[src/rtl/mult_share_sched.sv]
// Round-robin arbiter sharing one START/READY sequential multiplier
// among NREQ requesters, with a watchdog for a hung multiplier.
module mult_share_sched #(
    parameter int NREQ    = 4,
    parameter int WIDTH   = 4,
    parameter int TIMEOUT = 16
) (
    input  logic                    CK,
    input  logic                    RST,
    input  logic [NREQ-1:0]         REQ,
    input  logic [NREQ*WIDTH-1:0]   REQ_A,
    input  logic [NREQ*WIDTH-1:0]   REQ_B,
    output logic [NREQ-1:0]         GNT,
    output logic [NREQ-1:0]         DONE,
    output logic                    ERR,
    output logic [2*WIDTH-1:0]      RESULT,
    output logic                    BUSY,
    output logic                    MSTART,
    output logic [WIDTH-1:0]        MA,
    output logic [WIDTH-1:0]        MB,
    input  logic                    MREADY,
    input  logic [2*WIDTH-1:0]      MP
);

    localparam int PW   = (NREQ > 1) ? $clog2(NREQ) : 1;
    localparam int WD_W = $clog2(TIMEOUT + 1);

    typedef enum logic [2:0] {
        IDLE,
        LAUNCH,
        ARM,
        RUN,
        RESPOND
    } state_t;

    state_t          state;
    logic [PW-1:0]   ptr;
    logic [PW-1:0]   win;
    logic [NREQ-1:0] win_oh;
    logic [WD_W-1:0] wd;
    logic [WD_W-1:0] wd_inc;
    logic            wd_hit;

    // First set request scanning upward from ptr+1, wrapping.
    always_comb begin
        logic          found;
        logic [PW-1:0] sel;
        found = 1'b0;
        sel   = '0;
        win   = '0;
        for (int k = 1; k <= NREQ; k++) begin
            sel = PW'((int'(ptr) + k) % NREQ);
            if (!found && REQ[sel]) begin
                found = 1'b1;
                win   = sel;
            end
        end
        win_oh = NREQ'(1) << win;
    end

    // RESPOND lands TIMEOUT cycles after the LAUNCH cycle.
    always_comb begin
        wd_inc = (wd == WD_W'(TIMEOUT)) ? wd : wd + 1'b1;
        wd_hit = (wd_inc >= WD_W'(TIMEOUT - 1));
    end

    always_ff @(posedge CK) begin
        if (RST) begin
            state  <= IDLE;
            ptr    <= PW'(NREQ - 1);
            wd     <= '0;
            GNT    <= '0;
            DONE   <= '0;
            ERR    <= 1'b0;
            RESULT <= '0;
            BUSY   <= 1'b0;
            MSTART <= 1'b0;
            MA     <= '0;
            MB     <= '0;
        end else begin
            unique case (state)
                IDLE: begin
                    if ((|REQ) && MREADY) begin
                        GNT    <= win_oh;
                        MA     <= REQ_A[win*WIDTH +: WIDTH];
                        MB     <= REQ_B[win*WIDTH +: WIDTH];
                        ptr    <= win;
                        MSTART <= 1'b1;
                        BUSY   <= 1'b1;
                        state  <= LAUNCH;
                    end
                end
                LAUNCH: begin
                    MSTART <= 1'b0;
                    wd     <= '0;
                    state  <= ARM;
                end
                ARM: begin
                    wd <= wd_inc;
                    if (!MREADY) begin
                        state <= RUN;
                    end else if (wd_hit) begin
                        DONE   <= GNT;
                        ERR    <= 1'b1;
                        RESULT <= '0;
                        state  <= RESPOND;
                    end
                end
                RUN: begin
                    wd <= wd_inc;
                    if (MREADY) begin
                        DONE   <= GNT;
                        ERR    <= 1'b0;
                        RESULT <= MP;
                        state  <= RESPOND;
                    end else if (wd_hit) begin
                        DONE   <= GNT;
                        ERR    <= 1'b1;
                        RESULT <= '0;
                        state  <= RESPOND;
                    end
                end
                RESPOND: begin
                    DONE  <= '0;
                    ERR   <= 1'b0;
                    GNT   <= '0;
                    MA    <= '0;
                    MB    <= '0;
                    BUSY  <= 1'b0;
                    state <= IDLE;
                end
                default: state <= IDLE;
            endcase
        end
    end

endmodule

[config.mk]
export PLATFORM = sky130hd
export DESIGN_NAME = mult_share_sched
export DESIGN_NICKNAME = d
export VERILOG_FILES = /design/src/rtl/mult_share_sched.sv
export SDC_FILE = /design/constraint.sdc
export NUM_CORES = 1
export LEC_CHECK = 0
export CAP_MARGIN = 20
export CORE_MARGIN = 1.5
export CORE_UTILIZATION = 40
export DETAILED_ROUTE_END_ITERATION = 10
export GPL_TIMING_DRIVEN = 1
export PLACE_DENSITY = 0.73
export SETUP_SLACK_MARGIN = 0.1
export SYNTH_ARGS = -nofsm -noshare
export SYNTH_HDL_FRONTEND = slang
export SYNTH_SLANG_ARGS = --single-unit
[constraint.sdc]
create_clock -name CK -period 2.47 [get_ports CK]
set_clock_uncertainty 0.15 [all_clocks]
set_input_delay 0.3705 -clock CK [delete_from_list [all_inputs] [get_ports CK]]
set_output_delay 0.3705 -clock CK [all_outputs]
set_load 0.01 [all_outputs]
---- Word level (Yosys, flattened, before mapping) ----
Index checks and enable logic that the tools add are counted.
storage, ports and cells
  latch bits .............................. 0
  RAM bits ................................ 0
  memories ................................ 0
  logic and storage cells ................. 94
  bits in registers ....................... 37
  output and inout bits ................... 27
  input bits .............................. 47
  ROM bits ................................ 0
cells by class
  multiply operators ...................... 0
  equal/unequal tests ..................... 7
  shifts and indexed selects .............. 3
  order comparisons ....................... 5
  bitwise gates (word level) .............. 0
  reduce and logical (&&, ||, !) cells .... 20
  muxes and demuxes ....................... 43
  add/sub/neg operators ................... 5
  divide/modulo/power cells ............... 0
operator list
  kind                                                                                 number
  16-bit by 5-bit indexed part select with 4-bit output                                2
  4-bit 2-to-1 mux                                                                     6
  8-bit 2-to-1 mux                                                                     3
  4-bit one-hot mux with 2 select lines                                                3
  8-bit one-hot mux with 2 select lines                                                1
  2-bit by 3-bit < comparator with 1-bit output, second input constant                 4
  3-bit 2-to-1 mux                                                                     4
  3-bit one-hot mux with 4 select lines                                                1
  4-bit one-hot mux with 3 select lines                                                1
  1-bit 2-to-1 mux                                                                     11
  5-bit one-hot mux with 2 select lines                                                1
  2-bit AND reduction                                                                  5
  1-bit binary-select mux with 2-bit select                                            4
  2-bit 2-to-1 mux                                                                     4
  2-bit nonzero test                                                                   4
  3-bit by 2-bit == test with 1-bit output, second input constant                      2
  5-bit by 1-bit adder with 5-bit output, second input constant                        1
  5-bit == test, second input constant                                                 1
  5-bit by 4-bit greater-or-equal comparator with 1-bit output, second input constant  1
  5-bit 2-to-1 mux                                                                     1
  2-bit by 1-bit adder with 2-bit output, second input constant                        2
  2-bit adder, second input constant                                                   2
  1-bit logical AND                                                                    4
  2-bit inequality test, second input constant                                         2
  other kinds (10)                                                                     13

---- Longest topological paths before layout ----
Gate-level depths: netlist of the first run.
  word-level depth ........................ 16
  depth in mapped cells ................... 9
  gate-level depth less buffers ........... 7

---- Worst setup path after synthesis of the first run ----
OpenSTA, ideal clock, no wires.
  path kind ............................... flip-flop to flip-flop
  start ................................... register wd[0]
  end ..................................... register state[0]
  cell stages (with the launch flop) ...... 10
  arrival ................................. 1.940 ns
  path buffers ............................ 2
  setup slack ............................. 0.292 ns
  library setup time ...................... 0.088 ns
  period minus slack after synthesis ...... 2.178 ns
  data required time ...................... 2.232 ns
  cell sequence ........................... dfxtp_1 buf_2 inv_1 ha_1 and4bb_2 mux2i_1 o311ai_4 buf_6 nand2_4 a311oi_2
on the way
  longest elaborated chain between the ends .. 6
  elaborated cells between the ends (all ways) .. 8
  those cells by class .................... add/sub: 1; order compare: 1; eq/ne: 1; mux: 5
ends and longest elaborated chain
  item                                                                            line  text
  from (decl)                                                                     40    logic [WD_W-1:0] wd;
  from (signal assigned)                                                          99    wd <= wd_inc;
  from (signal assigned)                                                          110   wd <= wd_inc;
  5-bit by 1-bit adder with 5-bit output / 5-bit == test (equally long branches)  63    wd_inc = (wd == WD_W'(TIMEOUT)) ? wd : wd + 1'b1;
  5-bit 2-to-1 mux *                                                              63
  5-bit by 4-bit greater-or-equal comparator with 1-bit output *                  64    wd_hit = (wd_inc >= WD_W'(TIMEOUT - 1));
  3-bit 2-to-1 mux *                                                              n/a
  3-bit 2-to-1 mux (on tied branches)                                             n/a
  3-bit one-hot mux with 4 select lines *                                         n/a
  to (signal assigned)                                                            69    state <= IDLE;
  to (signal assigned)                                                            90    state <= LAUNCH;
  to (signal assigned)                                                            96    state <= ARM;
  to (decl)                                                                       36    state_t state;
Every way passes the cells marked *; elsewhere a longest branch is shown, timed or not.
A chain may end at the register's enable or synchronous reset.

---- Final worst setup path of the first run ----
  start ................................... register wd[1]
  end ..................................... register DONE[2]
on the way
  longest elaborated chain between the ends .. 6
  elaborated cells between the ends (all ways) .. 8
  those cells by class .................... add/sub: 1; order compare: 1; eq/ne: 1; mux: 5
ends and longest elaborated chain
  item                                                                            line  text
  5-bit by 1-bit adder with 5-bit output / 5-bit == test (equally long branches)  63
  5-bit 2-to-1 mux *                                                              63
  5-bit by 4-bit greater-or-equal comparator with 1-bit output *                  64
  4-bit 2-to-1 mux *                                                              n/a
  4-bit 2-to-1 mux (on tied branches)                                             n/a
  4-bit one-hot mux with 3 select lines *                                         n/a
  to (signal assigned)                                                            73    DONE <= '0;
  to (signal assigned)                                                            103   DONE <= GNT;
  to (signal assigned)                                                            112   DONE <= GNT;
  to (decl)                                                                       14    output logic [NREQ-1:0] DONE,
Every way passes the cells marked *; elsewhere a longest branch is shown, timed or not. The select of a mux whose other input is x is not followed.

==> impl_summary.md, run 1 <==
Clock network
The clock tree from TritonCTS is yes. The number of setup buffers added after CTS is 0. The tree built by TritonCTS fans out to 37 sinks.

The post-CTS resize count is 0. Buffers inserted to repair hold after CTS numbered 0. Counting along the longest clock path gives a buffer depth of 2. At the later pin of the worst-skew pair, clock insertion delay measures around 0.29 ns.

The number of clock buffers inserted by TritonCTS is 5. The clock tree root buffer cell is sky130_fd_sc_hd__clkbuf_8. The CTS clock-pin slew for the worst setup and hold paths is ~0.080 ns. The count of H-tree levels built during CTS is 2.

Synthesis
The commonest register cell after synthesis is sky130_fd_sc_hd__dfxtp_1. Summed over its instances, the top area cell type makes up between 30 and 40% of the synthesized netlist area. Each instance of the synthesized netlist takes up on average about 8.6 sq um. The count of flip-flops with a built-in enable after synthesis is 0.

The total nets after synthesis is around 300. After synthesis the netlist holds a flip-flop and latch count of 37. By area the synthesized netlist is led by sky130_fd_sc_hd__dfxtp_1 34%, sky130_fd_sc_hd__mux2i_1 5.5%, sky130_fd_sc_hd__a22oi_1 5.1%, sky130_fd_sc_hd__a21oi_1 4.1%, sky130_fd_sc_hd__a21bo_2 3.2%.

The commonest cells after synthesis are 37 x sky130_fd_sc_hd__dfxtp_1, 18 x sky130_fd_sc_hd__a21oi_1, 18 x sky130_fd_sc_hd__nand2_1. The cell area that synthesis handed to floorplanning was around 0.0022 sq mm. Synthesis produced a netlist whose cell count is ~250.

The warning count from the yosys run is 0. For this run, the register share of the synthesized area comes to between 30% and 40%. The async set-or-reset flop fraction in the synthesized netlist is 0%. The number of distinct standard cells referenced by the synthesized netlist is 55.

The library cell with the highest instance count after synthesis is sky130_fd_sc_hd__dfxtp_1. sky130_fd_sc_hd__dfxtp_1 takes more of the synthesized area than any other cell.

Timing
The final-report hold violation count was 0. The sum of negative setup slack is 0 ns. The worst slew slack as a fraction of its limit is between 60 and 70%. The hold slack is ~0.34 ns.

The worst path in the final design needs a cycle of about 2.2 ns, including I/O delays and setup. The achievable frequency is 445.8 MHz. The final number of max-transition violations was 0. Setup repair after global routing left no endpoint under its margin. The slack of the critical path is ~0.23 ns. The slew at the pin with the worst max-slew slack is 0.5944 ns.

Setup violations remaining at the end of the flow were counted as 0. Dividing the final minimum period by the clock period gives about nine tenths.

Final layout
The final core utilization is between 60% and 70%. The growth of design area from synthesis to finish is 46.91%. The number of antenna diodes in the final layout is 0. The sequential cell area in the final layout is around 740 sq um. After routing the design area is roughly 0.0032 sq mm. The filler cell count in the final layout is between 400 and 500.

The ratio of cells with drive above 1 in the final layout is approximately 15%. The area occupied by multi-input gates is between 0.001 and 0.0015 sq mm. The final cell count without fillers is 409. The final layout contains 388 nets.

Drt
The count of antenna-violating nets left after detailed routing is 0. Using the TritonRoute via totals, the vias-per-cell ratio works out to between 5 and 6. Wire segments on met3 add up to ~340 um in the final route. The total wire length after detailed routing is 5.931 mm. The total number of vias is about 2200. The total met2 wirelength after detailed routing is 2.620 mm. The DRC violation count after routing is 0.

The highest routing layer actually used is met4. The first routing iteration left between 100 and 150 violations. After detailed routing, the wire length on met1 is around 2.9 mm. The mean routed wirelength per cell is 14.50 um. The iteration count of the initial detailed-routing pass is 4.

Hold path
The path class of the tightest hold or removal check is flip-flop to flip-flop.

Die
The die boundary width is about 77 um. The floorplan step defined a core boundary enclosing about 0.0052 sq mm. The row count is 26.

In this run the vertical extent of the chip is 76.95 um. The count of pins on the block boundary is 74. The die covers ~0.006 sq mm. The initial cell density of the core is ~42%.

Global routing
The number of global-route vias before repair is about 2100. Entering global routing, the biggest net connects 17 pins. The number of antenna violations at the first check in global routing is 0. The remaining global-route overflow is 0. The wire length of the first global-routing pass is between 10 and 15 mm.

Global routing consumed, over all layers together, between 20% and 30% of the routing resources.

Job
Across the run, the number of max-cap violations was 0.

Place
The total of buffers placed on input and output ports is between 70 and 80. Including well taps, the total number of placed cells is about 400. The placed wire-length estimate after detailed placement is 4.379 mm. After detailed placement, the total cell area comes to between 0.003 and 0.004 sq mm. The post-placement worst setup slack is between 0.05 and 0.06 ns. The routability congestion estimate is between 0.8 and 0.9.

Run status
The run finished with clean final reports.

Power
In this run the static leakage power is 1.169 nW. VDD sags by at most about 400 uV. The overall power is about 2.0 mW. The power per cell area is roughly 620 mW/mm^2.

Worst setup path
The maximum fanout count along the critical path is 13. The kind of capture point of the worst setup path is a flip-flop. The worst setup path is of the flip-flop to flip-flop kind. The type of element launching the critical path is a flip-flop. The arrival time at the worst endpoint is 2.27 ns. The worst-case register-to-register setup slack is between 0.2 and 0.25 ns. STA puts the critical path data required time at about 2.5 ns.
## sequential cells by signal, indices dropped and copies added (netlist names)
signal,cells
RESULT,8
wd,5
DONE,4
GNT,4
MA,4
MB,4
state,3
ptr,2
BUSY,1
ERR,1
MSTART,1
## placed cells by master, fill, tap and decap left out, drive strengths merged, types with 2 or more instances in the layout
cell type / count
a211o: 2
nor3: 8
a211oi: 4
nand3: 12
a32oi: 3
nand4: 8
nand2: 19
or2: 2
o21ai: 8
dfxtp: 37
mux2i: 12
clkbuf: 6
o31ai: 8
a21o: 2
o211ai: 7
o21a: 2
nor2b: 7
ha: 3
buf: 21
a22oi: 15
clkdlybuf4s50: 73
and2: 3
nor2: 17
nand2b: 4
o22ai: 4
a21oi: 18
a21bo: 7
inv: 6
## layer usage
metal | GRT usage (%) | vias to the layer above
li1 | - | 1129
met1 | 28.04 | 1011
met2 | 33.54 | 58
met3 | 5.476 | 5
met4 | 5.185 | 0
met5 | 0 | -
## cell type report
cell class | instances | area share [%]
multi-input combinational | 194 | 41.74
timing repair buffer | 94 | 28.04
sequential | 37 | 23.05
tap | 70 | 2.726
clock buffer | 6 | 2.570
clock inverter | 2 | 1.168
inverter | 6 | 0.7009
## logic make-up (layout without fill, tap and decap cells)
| group | after synthesis | after routing | share of synthesized area (%) |
|---|---|---|---|
| AO/OA/AOI/OAI | 91 | 91 | 32.61 |
| AND/OR/NAND/NOR | 85 | 85 | 20.14 |
| flip-flops | 37 | 37 | 33.87 |
| buffers and inverters | 23 | 108 | 4.805 |
| multiplexers | 13 | 13 | 6.007 |
| adder cells (fa/ha/maj) | 4 | 4 | 2.174 |
| XOR/XNOR | 1 | 1 | 0.4005 |
## power breakdown
group | total [mW] | switching (mW) | leakage [nW] | internal [mW]
Clock | 0.552 | 0.223 | 0.0574 | 0.328
Combinational | 0.701 | 0.330 | 0.810 | 0.371
Sequential | 0.752 | 0.0781 | 0.301 | 0.674
## final timing paths
| check | start | to | cells after the start |
|---|---|---|---|
| min reg2reg | RESULT[3] | RESULT[3] | 2 |
| min | RESULT[3] | RESULT[3] | 2 |
| max reg2reg | wd[1] | DONE[2] | 8 |
| max | wd[1] | DONE[2] | 8 |
## critical path: stages, from the launching register on
cell and delay [ns]:
sky130_fd_sc_hd__dfxtp_1 0.44, sky130_fd_sc_hd__inv_1 0.07, sky130_fd_sc_hd__ha_1 0.17, sky130_fd_sc_hd__and4bb_2 0.25, sky130_fd_sc_hd__mux2i_1 0.15, sky130_fd_sc_hd__o311ai_4 0.42
sky130_fd_sc_hd__buf_12 0.20, sky130_fd_sc_hd__mux2i_1 0.19, sky130_fd_sc_hd__o22ai_1 0.09
Power figures use the tool's default switching activity.
==> run 2, diff against run 1 <==
- CORE_UTILIZATION: 40 -> 30
- PLACE_DENSITY: 0.73 -> 0.58
==> impl_summary.md, run 2 (same netlist as run 1, synthesis figures left out) <==
Worst setup path
For the worst setup path, the data required time is roughly 2.5 ns. The critical path launch point is wd[1]. The kind of capture point of the worst setup path is a flip-flop. Data arrives at the worst endpoint at approximately 2.2 ns. STA classifies the critical path startpoint as a flip-flop. The most prevalent standard cell on the critical path is sky130_fd_sc_hd__mux2i_1. The slowest stage of the critical path is the sky130_fd_sc_hd__dfxtp_2 cell. The maximum fanout count along the critical path is 7.

The worst register-to-register path begins at wd[1]. The setup path with the least slack is of type flip-flop to flip-flop. Traced cell by cell, the critical path runs through inv_1 > ha_1 > and4bb_2 > mux2i_1 > o311ai_4 > buf_4 > mux2i_1 > o22ai_1.

The peak per-stage delay on the critical path is ~0.4 ns.

Timing
The final period utilization is between 80% and 90%. The final number of max-transition violations came to 0. The worst slew slack as a fraction of its limit is about three fifths. After routing, the total negative slack on setup checks comes to 0 ns. The final-report hold violation count is 0. Setup repair after global routing left no endpoint under its margin. The slew at the pin with the worst max-slew slack is 0.5811 ns. The total setup violations reported at the end of the flow is 0.

Subtracting the final worst setup slack from the clock period gives 2.170 ns. The achievable frequency is 460.9 MHz.

Global routing
The remaining global-route overflow is 0. The number of global-route vias before repair was slightly above 2000. The wire length of the first global-routing pass is about 10 mm.

The number of antenna violations at the first check in global routing was 0. The global routing usage summed across all routing layers is about 16%. The largest net degree at the start of global routing is 17.

Final layout
Fill cells in the final layout number 693. The register with the most flip-flops in the layout has 8 of them. In the layout the commonest cells are 73 x sky130_fd_sc_hd__clkdlybuf4s50_1, 36 x sky130_fd_sc_hd__dfxtp_1, 21 x sky130_fd_sc_hd__buf_4, 18 x sky130_fd_sc_hd__nand2_1, 18 x sky130_fd_sc_hd__a21oi_1. The largest registers in the layout are RESULT (8), wd (5). The finished cells cover 0.003234 sq mm.

RESULT holds more flip-flops than any other register. The growth of design area from synthesis to finish is 47.88%. The commonest non-fill, non-tap cell in the layout is sky130_fd_sc_hd__clkdlybuf4s50_1. Of the cells placed in the final design, the portion with a size suffix greater than 1 is about 15%. The antenna diode count is 0. For this run, the post-layout net count is 388. Summing all multi-input logic gate instances after layout gives between 0.001 and 0.0015 sq mm. The sequential cells in the finished layout cover a total of 742.0 sq um.

The final cell count without fillers is ~440.

Place
The routability congestion estimate is 0.8322. Including well taps, the total number of placed cells is about 430. The placed wire-length estimate after detailed placement is 4.540 mm.

The count of buffers added on input and output ports is 73. In this run the cell area measured after placement is around 0.0031 sq mm.

Power
The static power due to leakage is 1.162 nW. The worst supply voltage drop on vdd is ~270 uV. The power per cell area is 624.0 mW/mm^2. Total power for the finished layout comes to approximately 2.0 mW.

Clock network
The count of H-tree levels built during CTS is 2. The clock passes through at most 2 buffers. The number of clock buffers inserted by TritonCTS is 5. Clock-pin slew was measured on the worst setup and hold paths at approximately 0.080 ns. Clock tree synthesis found a total of 37 sinks. TritonCTS built the clock tree. The clock latency on the worst-skew pair is between 0.2 and 0.3 ns. CTS placed an instance of sky130_fd_sc_hd__clkbuf_8 at the clock tree root.

Job
Across the run, the number of max-cap violations was 0.

Die
Pin placement for this block handled 74 I/O pins. The row count is 30. The initial utilization of the core area, before any placement, comes to between 30% and 40%. The die is just under 90 um tall. The region available for standard cell placement spans approximately 0.0069 sq mm.

The die boundary width is approximately 88 um. The die covers 0.007812 sq mm.

Hold path
The worst hold path class is flip-flop to flip-flop. In this run the most critical hold path is launched from RESULT[1].

Drt
The DRC violation count after routing is 0. The iteration count of the initial detailed-routing pass is 5. Dividing the detail-routed via count by the number of cells gives 5.062. The number of DRC markers in iteration 0 is approximately 110. Summing over every cut layer, the via total after detailed routing is approximately 2200. For this block, the routed nets add up to just over 6 mm of wire. The count of nets left with antenna violations once routing finished came out at 0. The mean routed wirelength per cell is around 14 um.

Run status
The run finished with clean final reports.
run 2: cell counts in the layout (fill, tap and decap cells not counted):
Identical to the previous run, type by type.
run 2: area by class of cell:
cell class                      count  area share, %
Tap cell                           96          3.714
Timing Repair Buffer               94          27.47
Inverter                            6         0.6963
Multi-Input combinational cell    194          41.47
Clock inverter                      2          1.161
Sequential cell                    37          22.94
Clock buffer                        6          2.553
run 2: report_power, final:
part	internal, mW	total [mW]	switching (mW)
sequential	0.674	0.751	0.0766
combinational	0.371	0.705	0.334
clock	0.329	0.562	0.234
run 2: stage by stage:
step | hold WS [ns] | utilization (%) | setup WS (ns)
after CTS | 0.3382 | 46.81 | 0.2002
after global routing | 0.3551 | 46.83 | 0.1631
after floorplan | 0.3001 | - | 0.2918
after detailed placement | 0.3202 | 45.07 | 0.07708
after global placement | 0.3123 | 45.07 | 0.1209
final | 0.3338 | 46.83 | 0.3003
run 2: repair_timing:
action / in CTS / in global routing
resized for setup: 0 / 1
endpoints found under the setup margin: 0 / 6
hold buffers: 0 / 0
setup buffers: 0 / 0
run 2: path summary, 6_finish.rpt:
path / cells after the start / slack, ns / end
hold / removal: 2 / 0.33 / RESULT[1]
setup / recovery: 8 / 0.30 / DONE[2]
setup reg to reg: 8 / 0.30 / DONE[2]
hold reg to reg: 2 / 0.33 / RESULT[1]
run 2: worst max-delay path: cells and delay by family, from the launching register on:
family	cells	cell delay, ns
compound gates	2	0.45
fa+ha+maj	1	0.17
buf+inv	2	0.28
flops	1	0.40
mux	2	0.35
simple gates	1	0.25
run 2: routing by layer:
metal	wire length, um	share of wire [%]	global-route usage (%)	up-vias
li1	-	-	-	1127
met1	3133	51	24.39	1025
met2	2742	44	22.97	44
met3	228	3.7	3.172	6
met4	73	1.2	5.256	0
met5	0	0	0	-
==> run 3, diff against run 2 <==
- CORE_MARGIN: 1.5 -> 2
- SETUP_SLACK_MARGIN: 0.1 -> 0.4
==> impl_summary.md, run 3 (same netlist as run 1, synthesis figures left out) <==
Run status
The run finished with clean final reports.

Drt
After detailed routing, the number of remaining DRC violations is 0. The number of DRC markers in iteration 0 is 103. The total number of vias is between 2000 and 2500. The mean routed wirelength per cell is ~14 um. Before antenna repair, the detailed router went through 4 iterations. The total wire length after detailed routing is approximately 6.5 mm. The ratio of routed vias to standard cells is 5.112. In this run the remaining antenna-violating nets after routing total 0.

Clock network
The maximum buffer depth of the clock tree is 2. The post-cts hold buffer count is 0. The count of H-tree levels built during CTS is 2. The clock tree root buffer cell is sky130_fd_sc_hd__clkbuf_8.

The clock net in this run drives a total of 37 sinks. The clock latency on the worst-skew pair is about 0.3 ns. The clock tree from TritonCTS is yes.

The CTS clock-pin slew for the worst setup and hold paths is 0.08 ns. The number of clock buffers inserted by TritonCTS is 5.

Final layout
The multi-input combinational cells in the finished layout cover a total of approximately 0.0014 sq mm. The post-layout net count is about 400. The register bank with the most flops is RESULT. The largest registers in the layout are RESULT (8), wd (5). The layout has between 600 and 700 filler cells. The top cell types in the final layout, fill and taps aside, are 70 x sky130_fd_sc_hd__clkdlybuf4s50_1, 34 x sky130_fd_sc_hd__dfxtp_1, 26 x sky130_fd_sc_hd__buf_4, 18 x sky130_fd_sc_hd__nand2_1. Compared with the post-synthesis result, the final layout area differs by 58.41%.

The repair_antennas step left the layout with diodes totalling 0. The register with the most flip-flops in the layout has 8 of them. The ratio of cells with drive above 1 in the final layout is 24.64%. The library cell used most frequently in the layout, excluding fill and tap cells, is sky130_fd_sc_hd__clkdlybuf4s50_1.

The sequential cell area in the final layout is 749.5 sq um.

Timing
Setup repair after global routing could not meet its margin everywhere. The worst slew slack as a fraction of its limit is a little under three fifths. The hold slack is 0.3356 ns. Dividing the final minimum period by the clock period gives a little under nine tenths. For this run, the top clock speed supported by timing is about 470 MHz.

The final-report hold violation count is 0. The sum of negative setup slack is 0 ns. The slew at the pin with the worst max-slew slack is approximately 0.64 ns. The final number of max-transition violations is 0.

The final period demand of the worst path is 2.112 ns. The total setup violations reported at the end of the flow is 0.

Die
The initialized floorplan defines 31 standard-cell rows. The initial cell density of the core is between 30% and 40%. During I/O placement, the number of pins put on the boundary was between 70 and 80.

The placeable core region is about 0.0071 sq mm. The vertical die dimension is 89.39 um. The floorplan step defined a die boundary enclosing 0.007990 sq mm. The die is approximately 90 um wide.

Worst setup path
The endpoint identified for the worst register-to-register timing path is DONE[0]. The critical path ends at DONE[0]. The worst register-to-register path has a setup slack of ~0.36 ns. The maximum fanout count along the critical path is 6. The startpoint of the worst-slack reg-to-reg timing path is wd[1].

Data on the critical path arrives at its endpoint at approximately 2.1 ns. STA classifies the critical path startpoint as a flip-flop. Counting cells, the worst reg-to-reg path comes to 10. The worst setup path is of the flip-flop to flip-flop kind. STA puts the critical path data required time at 2.50 ns.

The most critical setup path has its startpoint at wd[1]. The kind of capture point of the worst setup path is a flip-flop.

Global routing
Entering global routing, the biggest net connects 17 pins. The number of antenna violations at the first check in global routing is 0. The global routing usage summed across all routing layers is between 10% and 20%. The met1 track demand over resource in global routing is 22.74%. For met3 alone, demand over resource in global routing was 3.047%. The remaining global-route overflow is 0. The wire length of the first global-routing pass is just over 10 mm. The number of global-route vias before repair is roughly 2200. The global routing stage identified its most utilized layer as met2. The met2 layer usage reported by global route is approximately a quarter.

Power
For this design the static power due to leakage is roughly 1.3 nW. The power per cell area is between 500 and 600 mW/mm^2. Across the VDD grid, the largest voltage drop is roughly 350 uV.

Hold path
The worst hold path class is flip-flop to flip-flop.

Place
The routability congestion estimate is between 0.7 and 0.8. The placed wire-length estimate after detailed placement is approximately 4.4 mm. The total of buffers placed on input and output ports is 73.

Job
The max capacitance violation total is 0.
## run 3: metrics by stage
step | std cells | setup slack (ns) | util (%) | total power, mW | area, sq um
floorplan | 254 | 0.3427 | - | 1.160 | 2206
CTS | 447 | 0.3206 | 47.49 | 2.043 | 3390
global placement | 429 | 0.07374 | 43.92 | 1.477 | 3134
global route | 448 | 0.3013 | 48.54 | 2.168 | 3465
finish | 448 | 0.3578 | 48.54 | 2.048 | 3465
detailed placement | 429 | 0.04933 | 43.92 | 1.482 | 3134
## run 3: worst min path at each step
| stage | startpoint | endpoint | slack, ns | cells past startpoint |
|---|---|---|---|---|
| after floorplan | ptr[0] | ptr[0] | 0.30 | 1 |
| after global placement | MB[0] | MB[0] | 0.31 | 2 |
| after detailed placement | ERR | ERR | 0.32 | 1 |
| after CTS | RESULT[5] | RESULT[5] | 0.34 | 2 |
| after global routing | RESULT[4] | RESULT[4] | 0.36 | 2 |
| final | RESULT[4] | RESULT[4] | 0.34 | 2 |
## run 3: timing repair
item                       CTS  global route
pin swaps                    6             7
setup buffers                9             1
setup endpoints to repair   24            26
cloned                       1             0
gates resized for setup     15            17
## run 3: power by group
group / internal [mW] / total, mW / switching [mW] / leakage, nW
clock network: 0.303 / 0.531 / 0.228 / 0.0554
logic: 0.405 / 0.757 / 0.352 / 0.908
registers: 0.676 / 0.760 / 0.0844 / 0.303
## run 3: area by class of cell
cell class	instances	share of cell area, %
timing repair buffer	104	29.43
clock inverter	2	1.120
inverter	6	0.6501
clock buffer	6	2.095
tap	99	3.575
sequential	37	21.63
multi-input combinational	194	41.50
## run 3: critical path, stage by stage (launching register included)
cell,delay [ns]
sky130_fd_sc_hd__dfxtp_4,0.38
sky130_fd_sc_hd__inv_2,0.03
sky130_fd_sc_hd__ha_2,0.16
sky130_fd_sc_hd__and4bb_2,0.24
sky130_fd_sc_hd__mux2i_2,0.17
sky130_fd_sc_hd__o311ai_4,0.23
sky130_fd_sc_hd__buf_6,0.16
sky130_fd_sc_hd__buf_12,0.10
sky130_fd_sc_hd__buf_16,0.12
sky130_fd_sc_hd__mux2i_1,0.17
sky130_fd_sc_hd__o22ai_1,0.08
## run 3: metal layers
metal | up-vias | part of all wire (%)
met1 | 1098 | 48
met5 | - | 0
li1 | 1148 | -
met3 | 4 | 4.3
met4 | 0 | 0.74
met2 | 40 | 47
